`config.mk`:
```
export PLATFORM = sky130hd
export DESIGN_NAME = iguana_reg_timeout
export DESIGN_NICKNAME = d
export VERILOG_FILES = /design/src/rtl/iguana_reg_timeout.sv
export SDC_FILE = /design/constraint.sdc
export NUM_CORES = 1
export LEC_CHECK = 0
export CORE_AREA = 2 2 86 88
export CTS_CLUSTER_DIAMETER = 200
export DETAILED_ROUTE_END_ITERATION = 12
export DIE_AREA = 0 0 88 90
export PLACE_DENSITY = 0.81
export SLEW_MARGIN = 25
export SYNTH_ARGS = -nofsm -noshare
export SYNTH_HDL_FRONTEND = slang
export SYNTH_SLANG_ARGS = --single-unit
```
`constraint.sdc`:
```
create_clock -name clk_i -period 4.27 [get_ports clk_i]
set_input_delay 1.0675 -clock clk_i [delete_from_list [all_inputs] [get_ports clk_i]]
set_output_delay 1.0675 -clock clk_i [all_outputs]
set_load 0.05 [all_outputs]
```
`src/rtl/iguana_reg_timeout.sv`:
```
// Register-interface timeout guard: forwards register accesses and aborts
// with an error response when the downstream slave stalls for too long.

package iguana_reg_timeout_pkg;

  // Register request payload toward a register slave.
  typedef struct packed {
    logic [31:0] addr;
    logic        write;
    logic [31:0] wdata;
    logic [3:0]  wstrb;
    logic        valid;
  } reg_req_t;

  // Register response payload back to the master.
  typedef struct packed {
    logic [31:0] rdata;
    logic        error;
    logic        ready;
  } reg_rsp_t;

endpackage

module iguana_reg_timeout #(
  parameter type         reg_req_t     = iguana_reg_timeout_pkg::reg_req_t,
  parameter type         reg_rsp_t     = iguana_reg_timeout_pkg::reg_rsp_t,
  parameter int unsigned TimeoutCycles = 256,
  parameter int unsigned HoldoffCycles = 16,
  parameter logic [31:0] ErrData       = 32'hBADC_AB1E
) (
  input  logic       clk_i,
  input  logic       rst_ni,
  input  logic       clr_i,
  input  reg_req_t   reg_req_i,
  output reg_rsp_t   reg_rsp_o,
  output reg_req_t   reg_req_o,
  input  reg_rsp_t   reg_rsp_i,
  output logic       timeout_o,
  output logic [7:0] tmo_count_o
);

  localparam int unsigned CntW     = $clog2(TimeoutCycles + 1);
  localparam int unsigned HoldW    = (HoldoffCycles > 1) ? $clog2(HoldoffCycles) : 1;
  localparam int unsigned CntLast  = TimeoutCycles - 1;
  localparam int unsigned HoldLast = (HoldoffCycles > 0) ? HoldoffCycles - 1 : 0;
  localparam logic [7:0]  CountMax = 8'hFF;

  typedef enum logic [1:0] {
    PASS  = 2'd0,
    ABORT = 2'd1,
    HOLD  = 2'd2
  } state_e;

  state_e           state_q, state_d;
  logic [CntW-1:0]  cnt_q, cnt_d;
  logic [HoldW-1:0] hold_q, hold_d;
  logic [7:0]       tmo_count_q, tmo_count_d;
  logic             stall;

  // A forwarded access that the slave is not accepting this cycle.
  assign stall = reg_req_i.valid && !reg_rsp_i.ready;

  assign tmo_count_o = tmo_count_q;

  // State and counter registers.
  always_ff @(posedge clk_i or negedge rst_ni) begin
    if (!rst_ni) begin
      state_q     <= PASS;
      cnt_q       <= '0;
      hold_q      <= '0;
      tmo_count_q <= '0;
    end else begin
      state_q     <= state_d;
      cnt_q       <= cnt_d;
      hold_q      <= hold_d;
      tmo_count_q <= tmo_count_d;
    end
  end

  // Next state, counters and the muxed request/response paths.
  always_comb begin
    state_d     = state_q;
    cnt_d       = '0;
    hold_d      = '0;
    tmo_count_d = clr_i ? 8'd0 : tmo_count_q;
    reg_req_o   = reg_req_i;
    reg_rsp_o   = reg_rsp_i;
    timeout_o   = 1'b0;

    unique case (state_q)
      PASS: begin
        if (stall) begin
          if (cnt_q == CntW'(CntLast)) begin
            state_d = ABORT;
          end else begin
            cnt_d = cnt_q + CntW'(1);
          end
        end
      end

      ABORT: begin
        // Complete the master's held access with an error; hide it from the slave.
        reg_req_o.valid = 1'b0;
        reg_rsp_o       = '0;
        reg_rsp_o.rdata = ErrData;
        reg_rsp_o.error = 1'b1;
        reg_rsp_o.ready = 1'b1;
        timeout_o       = 1'b1;
        if (tmo_count_d != CountMax) begin
          tmo_count_d = tmo_count_d + 8'd1;
        end
        state_d = (HoldoffCycles > 0) ? HOLD : PASS;
      end

      HOLD: begin
        // Isolate the slave and stall new master requests.
        reg_req_o.valid = 1'b0;
        reg_rsp_o       = '0;
        if (hold_q == HoldW'(HoldLast)) begin
          state_d = PASS;
        end else begin
          hold_d = hold_q + HoldW'(1);
        end
      end

      default: state_d = PASS;
    endcase
  end

endmodule

```
==> flow_metrics.py <==
metrics = {
    "layout": {
        "multi_input_area_um2": 700.7,
        "synthToLayoutAreaGrowth_pct": 19.97,
        "regArea_um2": 575.6,
        "final_common_cell": "clkdlybuf4s50_1",
        "layout_common_cells": "clkdlybuf4s50_1 (59), inv_1 (26), o21ai_0 (23), dfrtp_1 (23), buf_4 (21)",
        "utilization_pct": 32.76,
        "fillers": 743,
        "drive_gt1_share_pct": 13.01,
        "diodes": 0,
        "finalNetCount": 360,
    },
    "worst_setup_path": {
        "crit_chain": "clkdlybuf4s50_1, nor2b_1, clkdlybuf4s50_1",
        "timing.rr.end": "tmo_count_o[6]",
        "cp-start-kind": "input port",
        "path_max_fanout": 3,
        "crit_arrival_ns": 2.51,
        "r2r_cells": 6,
        "reg2reg_from": "state_q[1]",
        "ff2ff_setup_slack_ns": 2.48,
        "crit_type": "input port to output pin",
        "crit_path_start": "reg_req_i[0]",
        "cp.required_ns": 3.20,
        "crit_slowest_cell": "clkdlybuf4s50_1",
        "critical_path.top_delay_family": "buffers and inverters",
        "crit_buf_inv": 2,
        "slowest_delay_ns": 0.81,
        "critPathCaptureType": "output pin",
        "path_depth": 3,
        "crit_top_cell": "clkdlybuf4s50_1",
    },
    "cts": {
        "post-cts-setup-buffer-count": 0,
        "root_buffer": "clkbuf_8",
        "clk_transition_reported_paths_ns": 0.08,
        "cts_buffers": 3,
        "clockBufferDepth": 2,
        "clock_latency_ns": 0.27,
        "cts_tree": "built",
        "clock_sinks": 23,
        "cts_resized": 0,
        "ctsHoldBuffers": 0,
        "cts-htree-levels": 1,
    },
    "detailed_routing": {
        "ant_nets": 0,
        "vias": 1469,
        "firstDrtPassIters": 4,
        "routed_via_density": 4.258,
        "routedWlPerCell_um": 12.12,
        "drc": 0,
        "totalWireLength_um": 4181,
        "drt-initial-drc-count": 65,
    },
    "die": {
        "initial_utilization_pct": 27.30,
        "ioPinCount": 220,
        "dieHeight_um": 90,
        "die-area_um2": 7920,
        "rows": 31,
        "core_um2": 7020,
        "die_w_um": 88,
    },
    "status": {
        "status": "complete, no violations",
    },
    "yosys": {
        "synth_top_area_share_pct": 30.03,
        "syn_inst": 237,
        "synth_warnings": 0,
        "synth.area.top_cells": "dfrtp_1 (30%), buf_4 (27%), o21ai_0 (6.0%)",
        "synth_area_um2": 1917,
        "syn-num-nets": 350,
        "yosysTopAreaCell": "dfrtp_1",
        "ys_ff_latch": 23,
        "ys_seq_area_share_pct": 30.03,
        "yosysUniqueCellTypes": 29,
        "syn-mean-instance-area_um2": 8.088,
    },
    "grt": {
        "grt_pass1_wl_um": 6782,
        "antenna_found_initial": 0,
        "grt_usage_pct": 10.43,
        "grt_start_max_net_pins": 37,
        "grt_pass1_vias": 1481,
        "grt.overflow.total": 0,
    },
    "placed_design": {
        "gp_congestion": 0.7452,
        "portBuffers": 81,
        "dp_hpwl_um": 3275,
    },
    "sta": {
        "worst_pin_slew_ns": 0.5404,
        "finClkSkew_ns": 0.01067,
        "final_hold_viol_count": 0,
        "fmax_ghz": 0.2795,
        "setup_viol": 0,
        "fin_crit_ns": 3.578,
        "relSlewSlack_pct": 63.86,
        "fin_crit_sh_pct": 83.79,
        "setup_tns_ns": 0,
        "rsz0062_at_grt": "no",
        "final_max_slew_viol_count": 0,
    },
    "worst_hold_path": {
        "hp-class": "register to register",
        "hold_path_end": "hold_q[0]",
        "min_from": "hold_q[0]",
        "whs_path_depth": 1,
    },
    "pwr": {
        "p_per_area_nw_per_um2": 220.7,
        "p_leak_nw": 1.044,
        "ir_worst_vdd_mv": 0.07868,
    },
    "run": {
        "cap_violations": 0,
    },
}
report_power, final:
part / internal, mW / leakage, nW / total, mW / switching (mW)
registers: 0.218 / 0.320 / 0.219 / 0.000851
logic: 0.0605 / 0.702 / 0.148 / 0.0874
clock network: 0.0660 / 0.0217 / 0.140 / 0.0744
sequential cells by signal (all words and copies together) (netlist names):
name,count
cnt_q,9
state_q,2
tmo_count_o,8
hold_q,4
layer usage:
layer | share of wire, % | GRT usage [%] | vias to the layer above
li1 | - | - | 698
met1 | 37 | 10.93 | 675
met2 | 51 | 18.06 | 72
met3 | 7.9 | 2.938 | 24
met4 | 3.6 | 6.154 | 0
met5 | 0 | 0 | -
worst reg2reg max path: cells and delay by family (launching register included):
family,cells,cell delay [ns]
adder cells (fa/ha/maj),1,0.32
flip-flops,1,0.40
buffers and inverters,1,0.11
AND/OR/NAND/NOR,4,0.83
synth_stat cells:
cell type,instances
or2_2,1
ha_1,6
nor2b_1,14
a31oi_1,1
xor2_1,4
and4_1,2
o211ai_2,1
inv_1,26
a21o_1,1
nor3_1,4
and2_1,2
clkbuf_1,6
mux2_1,2
a21oi_1,6
buf_4,69
nand2_1,9
nand3_2,1
nor2_1,15
nor4_4,1
nor3b_1,1
buf_2,1
and3b_1,1
or3_2,1
and3_1,3
nand3_1,6
xnor2_1,3
dfrtp_1,23
o21ai_0,23
a211oi_1,4
cell families after synthesis:
logic type | after synthesis | share of synthesized area (%)
buf+inv | 102 | 33.55
simple gates | 61 | 17.62
compound gates | 36 | 10.51
flops | 23 | 30.03
xor+xnor | 7 | 3.198
fa+ha+maj | 6 | 3.916
mux | 2 | 1.175
how the worst max path moves through the flow:
stage / endpoint / slack (ns)
4_1_cts: reg_rsp_o[1] / 0.25
3_3_place_gp: reg_rsp_o[28] / 0.65
6_report: reg_req_o[0] / 0.69
5_1_grt: reg_rsp_o[1] / 0.47
2_1_floorplan: reg_rsp_o[0] / 0.99
3_5_place_dp: reg_rsp_o[1] / 0.59
final cells by class:
class / count / share of cell area, %
clock buffer: 3 / 1.795
clock inverter: 1 / 0.3264
inverter: 26 / 4.244
multi-input combinational: 112 / 30.47
sequential: 23 / 25.03
tap: 99 / 5.386
timing repair buffer: 81 / 32.75
stage by stage:
stage	setup slack (ns)	cells	power, mW	instance area, µm²	hold WS (ns)
after floorplan	0.9937	237	0.4774	1917	0.4326
after global placement	0.6482	341	0.3722	2253	0.4495
after detailed placement	0.5941	341	0.3729	2248	0.4765
after CTS	0.2545	345	0.5160	2297	0.4885
after global routing	0.4712	345	0.5280	2300	0.5197
final	0.6920	345	0.5076	2300	0.4790
(Power assumes the default switching activity.)
